File: config.mk
export PLATFORM = sky130hd
export DESIGN_NAME = key_event_arbiter
export DESIGN_NICKNAME = d
export VERILOG_FILES = /design/src/rtl/key_event_arbiter.sv
export SDC_FILE = /design/constraint.sdc
export NUM_CORES = 1
export LEC_CHECK = 0
export ABC_AREA = 1
export BUFFER_PORTS_ARGS = -buffer_cell sky130_fd_sc_hd__buf_2
export CAP_MARGIN = 20
export CORE_MARGIN = 2
export CORE_UTILIZATION = 48
export DETAILED_ROUTE_END_ITERATION = 10
export GPL_TIMING_DRIVEN = 0
export HOLD_SLACK_MARGIN = 0.05
export PLACE_DENSITY = 0.84
export SLEW_MARGIN = 15
export SYNTH_ARGS = -nofsm -noshare
export SYNTH_HDL_FRONTEND = slang
export SYNTH_SLANG_ARGS = --single-unit
File: constraint.sdc
create_clock -name clk -period 1.6 [get_ports clk]
set_clock_uncertainty 0.15 [all_clocks]
set_input_delay 0.08 -clock clk [delete_from_list [all_inputs] [get_ports clk]]
set_output_delay 0.08 -clock clk [all_outputs]
set_load 0.01 [all_outputs]
File: src/rtl/key_event_arbiter.sv
// key_event_arbiter: per-key press detect, one-deep pending flags, round-robin event stream.
// Optional auto-repeat of held keys is built when KEY_HOLD_REPEAT_EN is defined.
module key_event_arbiter #(
  parameter int N_KEYS        = 4,
  parameter int REPEAT_CYCLES = 1000,
  localparam int IW = $clog2(N_KEYS)
) (
  input  logic              clk,
  input  logic              reset,
  input  logic [N_KEYS-1:0] key_press,
  output logic              evt_valid,
  input  logic              evt_ready,
  output logic [IW-1:0]     evt_id,
  output logic [N_KEYS-1:0] pending,
  output logic              overflow
);

  typedef enum logic {IDLE, OFFER} state_t;

  state_t            state, state_n;
  logic [N_KEYS-1:0] prev, press, rpt, clr, drop, pending_n;
  logic [IW-1:0]     rr_ptr, rr_n, id_n, pick, sel;
  logic              valid_n, hs, found;

  if (N_KEYS < 2 || N_KEYS > 8 || REPEAT_CYCLES < 2) begin : g_param_check
    $error("key_event_arbiter: parameter out of range");
  end

`ifdef KEY_HOLD_REPEAT_EN
  localparam int CW = $clog2(REPEAT_CYCLES);

  logic [CW-1:0] cnt [N_KEYS];

  always_ff @(posedge clk or posedge reset) begin
    if (reset) begin
      for (int i = 0; i < N_KEYS; i++) cnt[i] <= '0;
    end else begin
      for (int i = 0; i < N_KEYS; i++) begin
        if (!key_press[i]) cnt[i] <= '0;
        else if (prev[i]) cnt[i] <= rpt[i] ? '0 : cnt[i] + 1'b1;
      end
    end
  end

  always_comb begin
    rpt = '0;
    for (int i = 0; i < N_KEYS; i++)
      rpt[i] = key_press[i] & prev[i]
             & (cnt[i] == CW'(REPEAT_CYCLES - 1));
  end
`else
  assign rpt = '0;
`endif

  // A same-key handshake frees the slot, so a simultaneous press is queued
  always_comb begin
    hs          = evt_valid & evt_ready;
    clr         = '0;
    clr[evt_id] = hs;
    press       = (key_press & ~prev) | rpt;
    drop        = press & pending & ~clr;
    pending_n   = press | (pending & ~clr);
  end

  always_comb begin
    pick  = '0;
    found = 1'b0;
    sel   = '0;
    for (int k = 1; k <= N_KEYS; k++) begin
      sel = IW'((int'(rr_ptr) + k) % N_KEYS);
      if (!found && pending[sel]) begin
        found = 1'b1;
        pick  = sel;
      end
    end
  end

  always_comb begin
    state_n = state;
    valid_n = evt_valid;
    id_n    = evt_id;
    rr_n    = rr_ptr;
    unique case (state)
      IDLE: begin
        if (|pending) begin
          state_n = OFFER;
          valid_n = 1'b1;
          id_n    = pick;
        end
      end
      OFFER: begin
        if (evt_ready) begin
          state_n = IDLE;
          valid_n = 1'b0;
          rr_n    = evt_id;
        end
      end
      default: state_n = IDLE;
    endcase
  end

  always_ff @(posedge clk or posedge reset) begin
    if (reset) begin
      state     <= IDLE;
      evt_valid <= 1'b0;
      evt_id    <= '0;
      rr_ptr    <= IW'(N_KEYS - 1);
      pending   <= '0;
      prev      <= '0;
      overflow  <= 1'b0;
    end else begin
      state     <= state_n;
      evt_valid <= valid_n;
      evt_id    <= id_n;
      rr_ptr    <= rr_n;
      pending   <= pending_n;
      prev      <= key_press;
      overflow  <= |drop;
    end
  end

endmodule
==> results of run 1 <==
state kept, by name, indices dropped and copies added, names as in the netlist:
signal and cells:
pending 4, prev 4, evt_id 2, rr_ptr 2
evt_valid 1, overflow 1, state 1
metal layers:
metal	part of all wire [%]	wire, um
met1	40	744
met2	54	1000
met3	3.5	65
met4	2.3	42
met5	0	0
per-stage QoR:
step	TNS (ps)	util (%)
global placement	-22.5	56.6
global route	-280	64.6
detailed placement	-67.1	56.6
CTS	-37.6	62.3
floorplan	0	-
finish	-92.9	64.6
final cells by class:
class / count / area [um2]
fill: 146 / 604
multi-input combinational: 72 / 437
sequential: 15 / 378
timing repair buffer: 23 / 153
inverter: 16 / 67.6
tap: 25 / 31.3
clock buffer: 4 / 26.3
buffer: 1 / 11.3
worst min-delay path, cell delays in order:
cell	delay [ps]
dlygate4sd3_1	530
buf_2	120
inv_1	400
cell usage in the layout, fill, tap and decap left out:
cell type      Yosys  routed
o31ai_1            1       1
nand3_2            1       1
inv_2              2       3
inv_1             13      12
nand3_1            7       7
or3_1              1       1
a22o_1             2       2
buf_6              1       1
nor4_1             1       1
nor3_1             1       1
nand2_2           10      11
o21a_1             1       1
inv_8              0       1
o2111ai_1          1       1
dfstp_2            2       2
clkbuf_4           0       3
dfrtp_1           13      13
clkbuf_1           0       1
buf_4              0       3
nand2_1           30      26
buf_2              0      14
nor2_1             1       1
o21ai_0            4       4
nand3b_1           1       1
nand2_4            5       8
nand4_1            4       4
dlygate4sd3_1      0       6
nor2_8             1       1
final timing paths:
check,startpoint,end,slack (ps),cells past startpoint
worst max-delay path,rr_ptr[0],evt_id[0],-70,12
worst min-delay path,reset,evt_valid,220,3
worst max register to register,rr_ptr[0],evt_id[0],-70,12
worst min register to register,evt_valid,evt_valid,380,1
max in group asynchronous,reset,pending[1],710,3
min in group clk,key_press[3],prev[3],300,2
Yosys cell counts (all sizes together):
cell type,count
nand4,4
o21a,1
a22o,2
inv,16
nor4,1
o2111ai,1
nand2,45
dfstp,2
or3,1
buf,1
nor3,1
o21ai,4
nor2,2
nand3,8
nand3b,1
o31ai,1
dfrtp,13
power by group through the flow:
stage / Sequential, uW / Combinational, uW / Clock (uW)
detailed placement: 675 / 1320 / 0
CTS: 671 / 1380 / 211
floorplan: 694 / 1030 / 0
global route: 702 / 1660 / 226
finish: 687 / 1500 / 214
global placement: 669 / 1290 / 0
logic make-up (layout without fill, tap and decap cells):
group / after synthesis / count (layout) / synth area share (%)
DFF: 15 / 15 / 43.6
AOI/OAI and AO/OA: 9 / 9 / 7.08
and+or+nand+nor: 63 / 63 / 40.5
buffers and inverters: 17 / 44 / 8.82
repair_timing:
| action | 4_1_cts | 5_1_grt |
|---|---|---|
| endpoints found under the hold margin | 28 | 0 |
| hold buffers | 6 | 0 |
| buffers inserted | 1 | 2 |
| cloned | 0 | 0 |
| pin swaps | 3 | 7 |
| gates resized for setup | 2 | 7 |
| setup endpoints to repair | 2 | 2 |
==> results.md, run 1 <==
- Skew-Pair Late Insertion Delay: 290 ps
- Dominant cells by area after synthesis: dfrtp_1 38%, nand2_1 13%, nand2_2 7.2%, nand2_4 6.5%, dfstp_2 6.1%
- Synth warn: 0
- Combinational power share: 62.6%
- Sw frac: roughly half
- Pre-Repair DR Iteration Count: 4
- Antenna Cells: 0
- Grt met1 use: between 10% and 20%
- Mapped Cells: 104
- CORE AREA: 0.00171 mm2
- First-pass GRT wire length: 2.86 mm
- Post-DP HPWL: 1.24 mm
- Clock Power Share: 8.9%
- Die Wd: 46.5 um
- H-tree depth: 1
- Leakage: a little under 0.0006 uW
- DRT iter0 DRCs: 12
- Placement Setup Slack: -56.4 ps
- VDD IR max: 1.11 mV
- Critical path startpoint category: flip-flop
- Yosys top cell area share: 37.6%
- Final wirelength: 1.85 mm
- Worst-Margin Slew: 550 ps
- Via density: between 5 and 6
- GPL Wtd Cong: 0.794
- Worst setup margin: -68.1 ps
- Tightest Hold Check Type: in2async
- Pwr per Cell Area: between 2000 and 2500 mW/mm2
- Failing checks: negative setup slack
- Via count: 783
- WHS: 221 ps
- Internal: 1220 uW
- Gr busiest metal: met2
- RSZ-0062 raised after global routing: yes
- Final setup violation count: 2
- Post-synthesis sequential area ratio: between 40% and 50%
- CTS tree: done
- Delay-heaviest family, CP: simple AND/OR/NAND/NOR gates
- CP Data Arrival Time: 1700 ps
- Die area: 0.00216 mm2
- Synth Cell Area: 866 um2
- Final Non-Filler Cells: 156
- Final Hold Fails: 0
- CP max FO: 8
- Final Cycle Share: 104%
- CP required: about 1600 ps
- Fmax: approximately 600 MHz
- Leading area contributor after synthesis: dfrtp_1
- Clock sink count: 15
- Worst Path Buf+Inv: 2
- Worst path cell trace: buf_6, inv_8, nand2_2, nand2_2, nand2_4, nand2_4, nor2_8, nand2_2, nand3_2, nand2_2, nand2_2, nand2_1
- Clock Tree Buf Depth: 2
- Slew Limit Fails: 0
- Layout area overhead: 27.5%
- Psw: ~1200 uW
- CTS root buf: clkbuf_4
- Worst Setup End Kind: flip-flop
- DRC viols: 0
- Die H: 46.5 um
- Vias in the first global route: 758
- Cells after DPL: approximately 140
- I/O Buffers: 14
- Largest net degree at the start of global routing: 16
- Mean Syn Cell Area: 8.33 um2
- Antenna-violating nets left: 0
- Cell mode on critical path: nand2_2
- Sequential share of power: 28.6%
- Share of post-route cells with drive strength above 1: 36.6%
- GRT Resource Usage Total: 18.8%
- Placement Cell Area: 967 um2
- Row Count: 15
- WL/cell: 11.9 um
- Initial Util: between 50 and 60%
- Power Total: 2410 uW
- Min Clock Period, post-route: 1670 ps
- Slew headroom: 63.3%
- Critical path class: reg2reg
- Status: finished, violations left
- Met3 Resource Use GR: 1.96%
- Largest stage delay, worst path: 530 ps
- Met2 Resource Use GR: 34.4%
- Top Ports: 15
- Clk pin slew, worst setup/hold paths: ~90 ps
- Max Cap Viol: 0
- Initial antenna violation count: 0
- GR Overflow Total: 0
- Distinct cells, synth: 23
- Slowest cell on the critical path: dfstp_2
- Net Count, Synth: 111
- Finished Cell Area: 0.00110 mm2
- Final nets: 139
- FF+latch count, synth: 15
- Clock buffer count from CTS: 3
No activity file was read; power rests on OpenSTA's default activity.
==> run 2: changes to the inputs <==
--- a/config.mk
+++ b/config.mk
@@ -8,12 +8,14 @@
 export ABC_AREA = 1
 export BUFFER_PORTS_ARGS = -buffer_cell sky130_fd_sc_hd__buf_2
 export CAP_MARGIN = 20
+export CELL_PAD_IN_SITES_DETAIL_PLACEMENT = 0
+export CELL_PAD_IN_SITES_GLOBAL_PLACEMENT = 2
 export CORE_MARGIN = 2
-export CORE_UTILIZATION = 48
+export CORE_UTILIZATION = 28
 export DETAILED_ROUTE_END_ITERATION = 10
 export GPL_TIMING_DRIVEN = 0
 export HOLD_SLACK_MARGIN = 0.05
-export PLACE_DENSITY = 0.84
+export PLACE_DENSITY = 0.83
 export SLEW_MARGIN = 15
 export SYNTH_ARGS = -nofsm -noshare
 export SYNTH_HDL_FRONTEND = slang
==> run 2 against run 1 <==
Compared with the run above: the flow still finishes with violations (negative setup slack); worst setup slack improved by 38 ps; register-to-register slack improved by 40 ps; wire length shrank 1.6%; largest cell class unchanged; maximum frequency up 2.3%; first-iteration DRC count rose by 67%; die area is 65% higher; clock power about the same; critical path depth did not move; power grew 4.5%; utilization decreased by 26 points; non-clock buffer count rose by 5; cell area up 4.9%.
==> results.md, run 2 (synthesis gave the netlist of run 1 again) <==
- I/O Buffers: 14
- Die Wd: 59.6 um
- Worst-Margin Slew: 555 ps
- Clock sink count: 15
- Final wirelength: 1.82 mm
- Highest-count cells in the layout ignoring fill and taps: 25 x nand2_1, 14 x buf_2, 13 x nand2_2, 13 x dfrtp_1, 12 x inv_1
- CP max FO: 8
- Critical path class: reg2reg
- Pwr per Cell Area: 2170 mW/mm2
- Worst Setup End Kind: flip-flop
- Final Cycle Share: 102%
- Worst flop-to-flop path endpoint: evt_id[0]
- CTS root buf: clkbuf_4
- Slew Limit Fails: 0
- Critical path startpoint category: flip-flop
- Failing checks: negative setup slack
- Min Clock Period, post-route: 1630 ps
- Worst setup margin: -30.0 ps
- Cells after DPL: 151
- FF-to-FF setup slack: -30 ps
- Row Count: 20
- Max Cap Viol: 0
- WHS: 227 ps
- WL/cell: 10.8 um
- Antenna Cells: 0
- Via density: 4.59
- Clk pin slew, worst setup/hold paths: 80 ps
- Die H: 59.6 um
- FF-to-FF path depth: 12
- CP Data Arrival Time: around 1700 ps
- CP required: between 1500 and 2000 ps
- Initial antenna violation count: 0
- First-pass GRT wire length: about 3.4 mm
- Top flop regs: pending: 4 flops, prev: 4 flops
- Pre-Repair DR Iteration Count: 2
- Final Hold Fails: 0
- Clock buffer count from CTS: 3
- Antenna-violating nets left: 0
- Post-DP HPWL: roughly 1.3 mm
- Top Ports: 15
- GR Overflow Total: 0
- CTS tree: done
- Initial Util: 28.8%
- Tightest Hold Check Type: in2async
- GRT Resource Usage Total: 12.6%
- RSZ-0062 raised after global routing: yes
- Share of post-route cells with drive strength above 1: 40.4%
- CORE AREA: roughly 0.003 mm2
- Final setup violation count: 2
- Die area: 0.00355 mm2
- Slew headroom: 63.0%
- Layout area overhead: 33.7%
- Fmax: 614 MHz
- Largest net degree at the start of global routing: 16
- Reg-to-reg startpoint: rr_ptr[0]
- Placement Setup Slack: -68.7 ps
- Vias in the first global route: about 850
- Setup TNS: -45.5 ps
- H-tree depth: 1
- Commonest non-fill, non-tap cell in the layout: nand2_1
- VDD IR max: approximately 0.7 mV
- Clock Tree Buf Depth: 2
- DRC viols: 0
- GPL Wtd Cong: 0.737
- Final Non-Filler Cells: 169
- Final nets: ~140
- Leakage: 0.000607 uW
- Status: finished, violations left
- DRT iter0 DRCs: 20
- Via count: 775
- Skew-Pair Late Insertion Delay: just under 300 ps
run 2: changes by cell type in the layout (fill, tap and decap cells not counted), sizes merged:
cell / previous run / this run
buf: 18 / 23
run 2: routing by layer:
layer	global-route usage, %	vias to the layer above	share of wire [%]	wire, um
li1	-	400	-	-
met1	15.5	358	46	838
met2	21.2	12	49	900
met3	1.97	5	2.4	44
met4	6.03	0	2.2	40
met5	0	-	0	0
run 2: stage by stage:
| step | area, um2 | power, uW | util [%] |
|---|---|---|---|
| 6_report | 1160 | 2510 | 38.5 |
| 5_1_grt | 1160 | 2740 | 38.5 |
| 4_1_cts | 1140 | 2480 | 38.0 |
| 3_5_place_dp | 977 | 2020 | 32.5 |
| 3_3_place_gp | 977 | 2010 | 32.5 |
| 2_1_floorplan | 866 | 1720 | - |
run 2: how the worst max path moves through the flow:
stage                     startpoint        end  slack [ps]
after detailed placement   rr_ptr[0]  evt_id[0]         -70
after global placement     rr_ptr[0]  evt_id[0]         -60
after floorplan            rr_ptr[0]  evt_id[0]          60
after global routing       rr_ptr[0]  evt_id[0]        -130
after CTS                  rr_ptr[0]  evt_id[0]         -50
final                      rr_ptr[0]  evt_id[0]         -30
run 2: area by class of cell:
class                      count  area, um2
fill                         310       1850
multi-input combinational     72        439
sequential                    15        378
timing repair buffer          28        190
inverter                      16       67.6
tap                           33       41.3
clock buffer                   4       26.3
buffer                         1       15.0
run 2: where the power goes:
part	internal [uW]	total (uW)	switching [uW]
sequential	529	679	150
combinational	689	1620	929
clock	97.0	216	119
total	1310	2510	1200
run 2: repair_timing:
item                                   in CTS  in global routing
setup buffers                               7                  1
endpoints found under the hold margin      26                  0
hold buffers                                6                  0
pin swaps                                   8                  2
gates resized for setup                     9                  2
setup endpoints to repair                   2                  2
run 2: critical path: stages (launching register included):
cell and delay [ps]:
dfstp_2 540, buf_8 130, inv_8 50, nand2_2 50
nand2_2 60, nand2_2 80, nand2_4 80, nor2_8 120
nand2_2 50, nand3_2 60, nand2_2 50, nand2_1 50
nand2_1 50
==> run 3: changes to the inputs <==
--- a/config.mk
+++ b/config.mk
@@ -11,11 +11,12 @@
 export CELL_PAD_IN_SITES_DETAIL_PLACEMENT = 0
 export CELL_PAD_IN_SITES_GLOBAL_PLACEMENT = 2
 export CORE_MARGIN = 2
-export CORE_UTILIZATION = 28
+export CORE_UTILIZATION = 30
+export CTS_BUF_LIST = sky130_fd_sc_hd__clkbuf_2 sky130_fd_sc_hd__clkbuf_4 sky130_fd_sc_hd__clkbuf_8
 export DETAILED_ROUTE_END_ITERATION = 10
 export GPL_TIMING_DRIVEN = 0
 export HOLD_SLACK_MARGIN = 0.05
-export PLACE_DENSITY = 0.83
+export PLACE_DENSITY = 0.87
 export SLEW_MARGIN = 15
 export SYNTH_ARGS = -nofsm -noshare
 export SYNTH_HDL_FRONTEND = slang
==> run 3 against run 2 <==
Compared with the run above: the flow still finishes with violations (negative setup slack); cell area is 5.1% lower; sequential cell count unchanged; critical path depth stayed put; wire length decreased by 6.7%; clock power grew 5%; critical path type unchanged; clock-buffer cell count unchanged; register-to-register slack is essentially flat; maximum frequency hardly changed; worst setup slack worse by 0.64 ps.
==> results.md, run 3 (synthesis gave the netlist of run 1 again) <==
- Status: finished, violations left
- Failing checks: negative setup slack
- Antenna-violating nets left: 0
- Highest-count cells in the layout ignoring fill and taps: 27 x nand2_1, 14 x buf_2, 13 x dfrtp_1
- Worst-Margin Slew: 566 ps
- Min Clock Period, post-route: 1630 ps
- Vias in the first global route: ~750
- WL/cell: 10.6 um
- Via density: 4.61
- Clock buffer count from CTS: 3
- DRT iter0 DRCs: 13
- Final Hold Fails: 0
- Largest net degree at the start of global routing: 16
- Slew Limit Fails: 0
- Reg-to-reg startpoint: rr_ptr[0]
- CP required: 1620 ps
- Filler cells: between 200 and 300
- Pre-Repair DR Iteration Count: 4
- Row Count: 19
- Area of the multi-input gates: 424 um2
- I/O Buffers: 14
- VDD IR max: 0.919 mV
- RSZ-0062 raised after global routing: yes
- Die Wd: 57.7 um
- Max Cap Viol: 0
- Critical path class: reg2reg
- Setup crit start: rr_ptr[0]
- Pwr per Cell Area: 2130 mW/mm2
- Final Cycle Share: 102%
- Placement Cell Area: 975 um2
- Sequential share of power: 29.3%
- GPL Wtd Cong: around 0.69
- Clock Power Share: about 9.7%
- Initial Util: 31.4%
- Die area: 0.00333 mm2
- Crit path to: evt_id[0]
- Clock sink count: 15
- CTS tree: done
- FF-to-FF path depth: 12
- Commonest non-fill, non-tap cell in the layout: nand2_1
- Via count: ~740
- Clk pin slew, worst setup/hold paths: 80 ps
- CORE AREA: 0.00276 mm2
- CTS root buf: clkbuf_4
- Clock Tree Buf Depth: 2
- Die H: 57.7 um
- H-tree depth: 1
- Share of post-route cells with drive strength above 1: 36.2%
- Layout area overhead: 26.9%
- FF-to-FF setup slack: -30 ps
- CP Data Arrival Time: 1650 ps
- Post-DP HPWL: about 1.3 mm
- Antenna Cells: 0
- Storage element area: 378 um2
- Worst flop-to-flop path endpoint: evt_id[0]
- WHS: 242 ps
- Combinational power share: 61.0%
- CP max FO: 8
- Finished Cell Area: 0.00110 mm2
- Fin util: 39.8%
- Fmax: between 600 and 700 MHz
- Leakage: 0.000576 uW
- DRC viols: 0
- Slew headroom: 62.2%
- Worst setup margin: -30.6 ps
- Psw: between 1000 and 1500 uW
- Worst Setup End Kind: flip-flop
- Critical path startpoint category: flip-flop
- Top Ports: 15
- Tightest Hold Check Type: in2async
- Top flop regs: pending: 4 flops, prev: 4 flops
- Final setup violation count: 2
- Initial antenna violation count: 0
- Skew-Pair Late Insertion Delay: 270 ps
- Final nets: 138
- GR Overflow Total: 0
- Internal: 1210 uW
- Final wirelength: approximately 1.7 mm
- First-pass GRT wire length: 2.97 mm
- Sw frac: 48.3%
- GRT Resource Usage Total: 11.4%
[run 3: changes by cell type in the layout (fill, tap and decap cells not counted)]
cell	delta
buf_4	-6
nand2_1	+2
clkbuf_1	-1
clkbuf_4	+1
nand2_2	-1
nand2_4	-1
nand3_1	+1
nand3_2	-1
[run 3: worst min-delay path by stage]
stage / from / end / slack, ps / depth (start not counted)
after floorplan: reset / evt_id[0] / -170 / 1
after global placement: reset / evt_valid / -1 / 2
after detailed placement: reset / state / 20 / 2
after CTS: reset / evt_valid / 260 / 3
after global routing: reset / evt_valid / 290 / 3
final: reset / evt_valid / 240 / 3
[run 3: per-layer routing]
layer	wire (um)	track usage [%]	vias to the layer above
li1	-	-	388
met3	36	1.34	2
met1	799	12.8	340
met5	0	0	-
met2	852	21.3	12
met4	12	4.98	0
[run 3: final cells by class]
class                           instances  share of cell area (%)
Inverter                               16                    6.15
Timing Repair Buffer                   22                    13.2
Multi-Input combinational cell         72                    38.6
Sequential cell                        15                    34.4
Tap cell                               31                    3.53
Buffer                                  1                    1.37
Clock buffer                            4                    2.73
[run 3: worst max-delay path: stages (launching register included)]
cell and delay, ps:
dfstp_2 540, buf_8 130, inv_8 50, nand2_2 50, nand2_2 70, nand2_4 70, nand2_4 70, nor2_8 130
nand2_2 60, nand3_2 60, nand2_1 50, nand2_1 60, nand2_1 50
[run 3: power by group through the flow]
stage	clock (uW)	combinational [uW]	sequential, uW
after floorplan	0	1030	694
after global placement	0	1320	675
after detailed placement	0	1330	684
after CTS	236	1400	678
after global routing	246	1620	706
final	227	1430	686
[run 3: through the flow]
| stage | power, uW | worst slack (ps) | instances | TNS (ps) |
|---|---|---|---|---|
| floorplan | 1720 | 58.8 | 104 | 0 |
| global placement | 1990 | -28.3 | 149 | -28.3 |
| detailed placement | 2020 | -58.5 | 149 | -69.1 |
| CTS | 2310 | -46.9 | 161 | -53.6 |
| global route | 2570 | -169 | 161 | -291 |
| finish | 2340 | -30.6 | 161 | -32.8 |
[run 3: timing repair]
item                                    in CTS  in global routing
setup buffers                                2                  0
endpoints found under the setup margin       2                  2
cloned                                       0                  0
resized for setup                            1                  6
hold buffers                                 6                  0
endpoints found under the hold margin       26                  0
pin swaps                                    2                  5
